File: src/rtl/mul_arbiter.sv
`default_nettype none
// +----------------------------------------------------------------------------+
// | Module   : mul_arbiter                                                     |
// | Brief    : Round-robin arbiter sharing one sequential multiplier between   |
// |            two requesters, with ready/done/ack handshakes on both sides.   |
// | Revision : 1.0                                                             |
// +----------------------------------------------------------------------------+
module mul_arbiter #(
    parameter int WIDTH   = 32,
    parameter int TIMEOUT = 255
) (
    input  logic               clk,
    input  logic               reset,
    input  logic               req0_valid,
    input  logic [WIDTH-1:0]   req0_a,
    input  logic [WIDTH-1:0]   req0_b,
    output logic               req0_ready,
    output logic               req0_done,
    output logic               req0_err,
    output logic [2*WIDTH-1:0] req0_prod,
    input  logic               req0_ack,
    input  logic               req1_valid,
    input  logic [WIDTH-1:0]   req1_a,
    input  logic [WIDTH-1:0]   req1_b,
    output logic               req1_ready,
    output logic               req1_done,
    output logic               req1_err,
    output logic [2*WIDTH-1:0] req1_prod,
    input  logic               req1_ack,
    output logic [WIDTH-1:0]   mul_a,
    output logic [WIDTH-1:0]   mul_b,
    output logic               mul_valid_data,
    output logic               mul_ack,
    input  logic               mul_done_flag,
    input  logic [2*WIDTH-1:0] mul_producto
);

    localparam int c_CNT_W = $clog2(TIMEOUT + 1);
    localparam logic [c_CNT_W-1:0] c_CNT_LAST = c_CNT_W'(TIMEOUT - 1);
    localparam logic [c_CNT_W-1:0] c_CNT_MAX  = c_CNT_W'(TIMEOUT);

    localparam logic [1:0] c_IDLE  = 2'd0;
    localparam logic [1:0] c_BUSY  = 2'd1;
    localparam logic [1:0] c_DRAIN = 2'd2;
    localparam logic [1:0] c_RESP  = 2'd3;

    logic [1:0]         r_state;
    logic               r_rr_ptr;
    logic               r_owner;
    logic               r_first;
    logic               r_err;
    logic [c_CNT_W-1:0] r_cnt;
    logic [WIDTH-1:0]   r_op_a;
    logic [WIDTH-1:0]   r_op_b;
    logic [2*WIDTH-1:0] r_res;

    logic [1:0]         w_state_nxt;
    logic               w_grant;
    logic               w_gsel;
    logic               w_owner_ack;
    logic               w_timeout;

    always_comb begin
        w_grant     = 1'b0;
        w_gsel      = r_rr_ptr;
        w_owner_ack = r_owner ? req1_ack : req0_ack;
        w_timeout   = (r_cnt == c_CNT_LAST);
        w_state_nxt = r_state;

        // Holding off while Done_Flag is still up keeps valid_data from rising over it.
        if (r_state == c_IDLE && !mul_done_flag) begin
            case ({req1_valid, req0_valid})
                2'b01:   begin w_grant = 1'b1; w_gsel = 1'b0; end
                2'b10:   begin w_grant = 1'b1; w_gsel = 1'b1; end
                2'b11:   begin w_grant = 1'b1; w_gsel = r_rr_ptr; end
                default: ;
            endcase
        end

        case (r_state)
            c_IDLE:  if (w_grant) w_state_nxt = c_BUSY;
            c_BUSY:  if (mul_done_flag || w_timeout) w_state_nxt = c_DRAIN;
            c_DRAIN: if (r_err || !mul_done_flag) w_state_nxt = c_RESP;
            c_RESP:  if (w_owner_ack) w_state_nxt = c_IDLE;
            default: w_state_nxt = c_IDLE;
        endcase
    end

    always_ff @(posedge clk) begin
        if (reset) begin
            r_state  <= c_IDLE;
            r_rr_ptr <= 1'b0;
            r_owner  <= 1'b0;
            r_first  <= 1'b0;
            r_err    <= 1'b0;
            r_cnt    <= '0;
            r_op_a   <= '0;
            r_op_b   <= '0;
            r_res    <= '0;
        end else begin
            r_state <= w_state_nxt;
            case (r_state)
                c_IDLE: begin
                    if (w_grant) begin
                        r_owner <= w_gsel;
                        r_op_a  <= w_gsel ? req1_a : req0_a;
                        r_op_b  <= w_gsel ? req1_b : req0_b;
                        r_cnt   <= '0;
                        r_first <= 1'b1;
                    end
                end
                c_BUSY: begin
                    r_first <= 1'b0;
                    if (r_cnt != c_CNT_MAX) r_cnt <= r_cnt + c_CNT_W'(1);
                    if (mul_done_flag) begin
                        r_res <= mul_producto;
                    end else if (w_timeout) begin
                        r_res <= '0;
                        r_err <= 1'b1;
                    end
                end
                c_RESP: begin
                    if (w_owner_ack) begin
                        r_rr_ptr <= ~r_owner;
                        r_err    <= 1'b0;
                    end
                end
                default: ;
            endcase
        end
    end

    assign mul_valid_data = (r_state == c_BUSY);
    assign mul_ack        = (r_state == c_DRAIN);
    assign mul_a          = r_op_a;
    assign mul_b          = r_op_b;

    assign req0_ready = mul_valid_data & r_first & ~r_owner;
    assign req1_ready = mul_valid_data & r_first &  r_owner;
    assign req0_done  = (r_state == c_RESP) & ~r_owner;
    assign req1_done  = (r_state == c_RESP) &  r_owner;
    assign req0_err   = req0_done & r_err;
    assign req1_err   = req1_done & r_err;
    assign req0_prod  = req0_done ? r_res : '0;
    assign req1_prod  = req1_done ? r_res : '0;

endmodule
`default_nettype wire
File: config.mk
export PLATFORM = sky130hd
export DESIGN_NAME = mul_arbiter
export DESIGN_NICKNAME = d
export VERILOG_FILES = /design/src/rtl/mul_arbiter.sv
export SDC_FILE = /design/constraint.sdc
export NUM_CORES = 1
export LEC_CHECK = 0
export CAP_MARGIN = 20
export CORE_AREA = 2 2 157 159
export DETAILED_ROUTE_END_ITERATION = 7
export DIE_AREA = 0 0 159 161
export GPL_ROUTABILITY_DRIVEN = 0
export PLACE_DENSITY = 0.6
export REMOVE_ABC_BUFFERS = 1
export SLEW_MARGIN = 10
export SYNTH_ARGS = -nofsm -noshare
export SYNTH_HDL_FRONTEND = slang
export SYNTH_SLANG_ARGS = --single-unit
File: constraint.sdc
create_clock -name clk -period 2.4 [get_ports clk]
set_clock_uncertainty 0.05 [all_clocks]
set_input_delay 0.48 -clock clk [delete_from_list [all_inputs] [get_ports clk]]
set_output_delay 0.48 -clock clk [all_outputs]
set_load 0.01 [all_outputs]
# Word level (Yosys, flattened, before mapping)

Cells that the tools add are included.

Bits in registers: 142
Latch bits: 0
Bits in writable memories: 0
Bits in read-only memories: 0
Input port bits: 199
Output and inout port bits: 200
Word-level logic and storage cells: 74
Memories kept: 0

Add/subtract/negate cells: 1
$mul: 0
Div/mod/pow operators: 0
$lt $le $gt $ge: 0
Equal/unequal tests: 15
Shift operators: 0
Multiplexer cells: 25
Bitwise logic cells: 8
Reductions and logical operators: 16

Operators by type and width:

| operator              | count |
|---|---|
| $mux W64              | 4 |
| $mux W32              | 2 |
| $mux W8               | 2 |
| $pmux W8 S2           | 1 |
| $add A8 B1 Y8 const B | 1 |
| $eq A2 B2 Y1 const B  | 4 |
| $eq A8 B8 Y1 const B  | 1 |
| $mux W1               | 8 |
| $mux W2               | 4 |
| $ne A2 B1 Y1 const B  | 4 |
| $ne A8 B8 Y1 const B  | 1 |
| $pmux W2 S4           | 1 |
| $reduce_and A2 Y1     | 4 |
| $reduce_and A4 Y1     | 2 |
| $and A1 B1 Y1         | 7 |
| $ne A2 B2 Y1 const B  | 3 |
| $pmux W1 S2           | 3 |
| $reduce_bool A2 Y1    | 3 |
| $eq A2 B1 Y1 const B  | 2 |
| $reduce_and A3 Y1     | 1 |
| $reduce_or A3 Y1      | 1 |
| $logic_not A2 Y1      | 1 |
| $logic_or A1 B1 Y1    | 2 |
| $logic_and A1 B1 Y1   | 1 |
| 2 further kinds       | 2 |

# Longest topological paths before layout

Depth after elaboration: 6
Depth in mapped cells: 8
Gate-level depth less buffers: 6

# Worst setup path after synthesis

No wires, ideal clock.

Path kind: register -> output
Start: register r_state[0]
End: output port req0_prod[14]
Data arrival time: 1.432 ns
Required time: 1.870 ns
Setup slack: 0.438 ns
Stages on the path, launching flop included: 7
Path buffers: 2
Path through: dfxtp_1 > ha_1 > inv_1 > nor2_1 > buf_1 > clkbuf_1 > and2_1

Cells in the longest elaborated chain, start to end: 3

Ends and longest elaborated chain:

| what                   | RTL line | RTL |
|---|---|---|
| from (decl)            | 47       | `logic [1:0] r_state;` |
| from (signal assigned) | 91       | `r_state <= c_IDLE;` |
| from (signal assigned) | 101      | `r_state <= w_state_nxt;` |
| $eq A2 B2 Y1           | 140      | `assign req0_done = (r_state == c_RESP) & ~r_owner;` |
| $and A1 B1 Y1          | 140      |  |
| $mux W64               | 144      | `assign req0_prod = req0_done ? r_res : '0;` |
| to (decl)              | 20       | `output logic [2*WIDTH-1:0] req0_prod,` |

Every way passes these cells.

# Final worst setup path

Start: register r_state[0]
End: output port req0_prod[12]

Same word-level chain as after synthesis.

==> impl_metrics.json <==
{
  "leakage_nw": 5.57,
  "worst_slew_pin_slew_ns": 0.550,
  "clk_latency_ns": 0.42,
  "cts.sink_count": 142,
  "fillers": 2383,
  "maxCapViolCount": 0,
  "seq_area_mm2": 0.00285,
  "holdBufCountCts": 0,
  "worst_setup_path_end_kind": "primary output",
  "areaGrowthSynthToFinish_pct": 76.1,
  "arrival_ns": 1.76,
  "track_usage_pct": 20.1,
  "dp_cells": 1389,
  "synthAdderAreaFrac_pct": 1.69,
  "die_w_um": 159,
  "grt_pass1_vias": 6489,
  "slew_headroom_pct": 63.3,
  "worstReg2RegStart": "r_state[0]$_SDFFE_PP0P_",
  "row_count": 57,
  "drc": 0,
  "root_buffer": "clkbuf_16",
  "final_layout_size_suffix_gt1_share_pct": 8.62,
  "die_h_um": 161,
  "fin_crit_sh_pct": 95.5,
  "io_buffers": 398,
  "yosys.area_share.simple_pct": 20.2,
  "synth.largest_area_cell": "dfxtp_1",
  "async_flop_share_pct": 0,
  "grt_overflow": 0,
  "clk_pin_slew_ns": 0.07,
  "fin_area_mm2": 0.0117,
  "max_freq_ghz": 0.436,
  "synth-xor-area-share_pct": 0,
  "syn_inst": 695,
  "worstSetupPathType": "flop to primary output",
  "yosysSeqAreaShare_pct": 42.8,
  "syn-cell-area_mm2": 0.00665,
  "wl_met3_um": 2320,
  "stdcell_count": 1427,
  "hold_class": "input pin to flop",
  "rsz0062_at_grt": "no",
  "cts_buffer_depth": 2,
  "die-area_mm2": 0.0256,
  "routed.top_layer": "met5",
  "ys_warn_count": 0,
  "core_area_mm2": 0.0240,
  "dpl.hpwl_um": 19000,
  "antenna_found_initial": 3,
  "setup_viol": 0,
  "drt_iter0_drc": 342,
  "first_pass_iters": 4,
  "hold_violations": 0,
  "drv_slew": 0,
  "synth_top_family_by_area": "simple AND/OR/NAND/NOR gates",
  "placed_cell_area_mm2": 0.0111,
  "reg2regPathDepth": 10,
  "avgSynthCellArea_um2": 9.56,
  "required_ns": 1.87,
  "vias": 6807,
  "grt_max_degree": 68,
  "synth-seq-cells": 142,
  "nets": 1298,
  "synth_ff_type": "dfxtp_1",
  "ff2ff_setup_slack_ns": 0.25,
  "period_needed_ns": 2.29,
  "postLayoutCoreUtil_pct": 48.8,
  "max-vdd-ir-drop_v": 0.000381,
  "totalWireLength_um": 26500,
  "synth_compound_area_share_pct": 19.2,
  "startpoint_type": "flop",
  "muxShareOfSynthArea_pct": 10.1,
  "dr_wl_met2_um": 12700,
  "yosysUniqueCellTypes": 44,
  "synth_edf_count": 0,
  "critPathMaxFanout": 16,
  "crit_path_end": "req0_prod[12]",
  "critPathLaunch": "r_state[0]$_SDFFE_PP0P_",
  "multiInputGateArea_mm2": 0.00344,
  "cts_made_buffers": 17,
  "status": "finished clean",
  "grt_pass1_wl_um": 39700,
  "ioPinCount": 399,
  "ant_nets": 0,
  "met1_length_um": 11000,
  "start_util_pct": 27.7,
  "rr_endpoint": "mul_a[14]$_SDFFE_PP0P_",
  "h-tree-depth": 4,
  "p_per_area_mw_per_mm2": 775,
  "routedWlPerCell_um": 18.6,
  "synthTopCellsByArea": "dfxtp_1 (43%), mux2i_1 (9.8%), a22o_1 (8.6%)",
  "netlist.area_leader.share_pct": 42.8,
  "vias_per_cell": 4.77,
  "cts_tree": "done"
}
## flip-flops by register name, indices dropped and copies added, names as in the netlist
name,cells
r_first,1
r_err,1
r_state,2
r_owner,1
r_res,64
r_rr_ptr,1
mul_a,32
r_cnt,8
mul_b,32
## worst max-delay path: stages (launching register included)
cell	delay, ns
dfxtp_2	0.33
ha_4	0.16
inv_1	0.10
nor2_4	0.06
buf_12	0.14
buf_16	0.14
and2_1	0.14
dlygate4sd2_1	0.27
## through the flow
stage	total power, mW	hold WS [ns]	setup slack, ns	setup TNS [ns]
6_report	9.08	0.398	0.107	0
5_1_grt	9.59	0.395	0.000894	0
4_1_cts	9.18	0.381	0.0203	0
3_5_place_dp	6.31	0.424	-0.145	-6.72
3_3_place_gp	6.29	0.420	-0.107	-4.95
2_1_floorplan	4.66	0.405	-2.61	-261.35
## layout make-up
type                            instances  share of cell area, %
Inverter                                8                  0.257
Timing Repair Buffer                  443                   37.4
Clock buffer                           19                   3.70
Sequential cell                       142                   24.3
Multi-Input combinational cell        478                   29.4
Clock inverter                         12                   1.39
Antenna cell                            1                 0.0214
Tap cell                              324                   3.46
## worst min-delay path by stage
stage / start / end / slack, ns / cells after the start
after global routing: reset / r_first$_SDFFE_PP0P_ / 0.40 / 2
after global placement: r_res[33]$_SDFFE_PP0P_ / r_res[33]$_SDFFE_PP0P_ / 0.42 / 1
after CTS: reset / r_rr_ptr$_SDFFE_PP0P_ / 0.38 / 2
after floorplan: r_res[63]$_SDFFE_PP0P_ / r_res[63]$_SDFFE_PP0P_ / 0.41 / 1
after detailed placement: r_res[15]$_SDFFE_PP0P_ / r_res[15]$_SDFFE_PP0P_ / 0.42 / 1
final: reset / r_first$_SDFFE_PP0P_ / 0.40 / 2
## report_power, final
part / switching [mW] / leakage [nW] / internal [mW] / total [mW]
sequential: 0.293 / 1.16 / 2.80 / 3.09
combinational: 1.52 / 4.14 / 1.73 / 3.25
clock: 1.10 / 0.272 / 1.64 / 2.74
total: 2.91 / 5.57 / 6.17 / 9.08
## what timing repair did
action                                  CTS  global route
gates cloned                              3             0
endpoints found under the setup margin  134            45
buffers inserted                          3             0
pin swaps                                 1             1
gates resized for setup                 154            23
## Yosys cell counts (4+ instances only)
library cell    n
a211oi_1       66
a21oi_1         7
a22o_1         65
a31oi_1         5
and2_1         69
and3_1         69
buf_12          5
buf_2          10
clkbuf_1       46
dfxtp_1       142
ha_1            9
inv_1           8
mux2i_1        65
nand2_1         7
nand4_1         4
nor2_1         73
## layer usage
metal  global-route usage (%)  up-vias
met5                        0        -
met4                     5.83        2
met3                     7.50       21
met2                     33.8      279
met1                     24.0     3187
li1                         -     3318
## placed cells by master (no fill, tap or decap), types with 3 or more instances in the layout
cell type / synthesis / final
nand2_1: 7 / 7
dfxtp_1: 142 / 139
buf_16: 0 / 3
clkinvlp_4: 0 / 5
a221o_1: 3 / 3
dlygate4sd2_1: 0 / 109
a311oi_1: 3 / 3
o21ai_0: 3 / 3
a21oi_1: 7 / 7
and2_1: 69 / 69
buf_12: 5 / 12
dfxtp_2: 0 / 3
a211oi_1: 66 / 66
clkbuf_2: 0 / 4
and3_1: 69 / 69
clkdlybuf4s50_1: 0 / 262
bufinv_16: 0 / 3
nand3_1: 3 / 3
nor2_1: 73 / 72
a22o_1: 65 / 65
nand4_1: 4 / 4
ha_1: 9 / 7
inv_1: 8 / 8
clkbuf_16: 0 / 17
mux2i_1: 65 / 65
buf_4: 1 / 28
nand2b_1: 3 / 3
or3_1: 3 / 3
clkdlybuf4s15_1: 0 / 20
a31oi_1: 5 / 5
## cells by family (layout without fill, tap and decap cells)
family | Yosys count | in the layout
buffers and inverters | 75 | 482
adder cells (fa/ha/maj) | 9 | 9
AND/OR/NAND/NOR | 243 | 243
flip-flops | 142 | 142
AO/OA/AOI/OAI | 160 | 160
other | 0 | 1
multiplexers | 66 | 66
No activity file was read; power rests on OpenSTA's default activity.
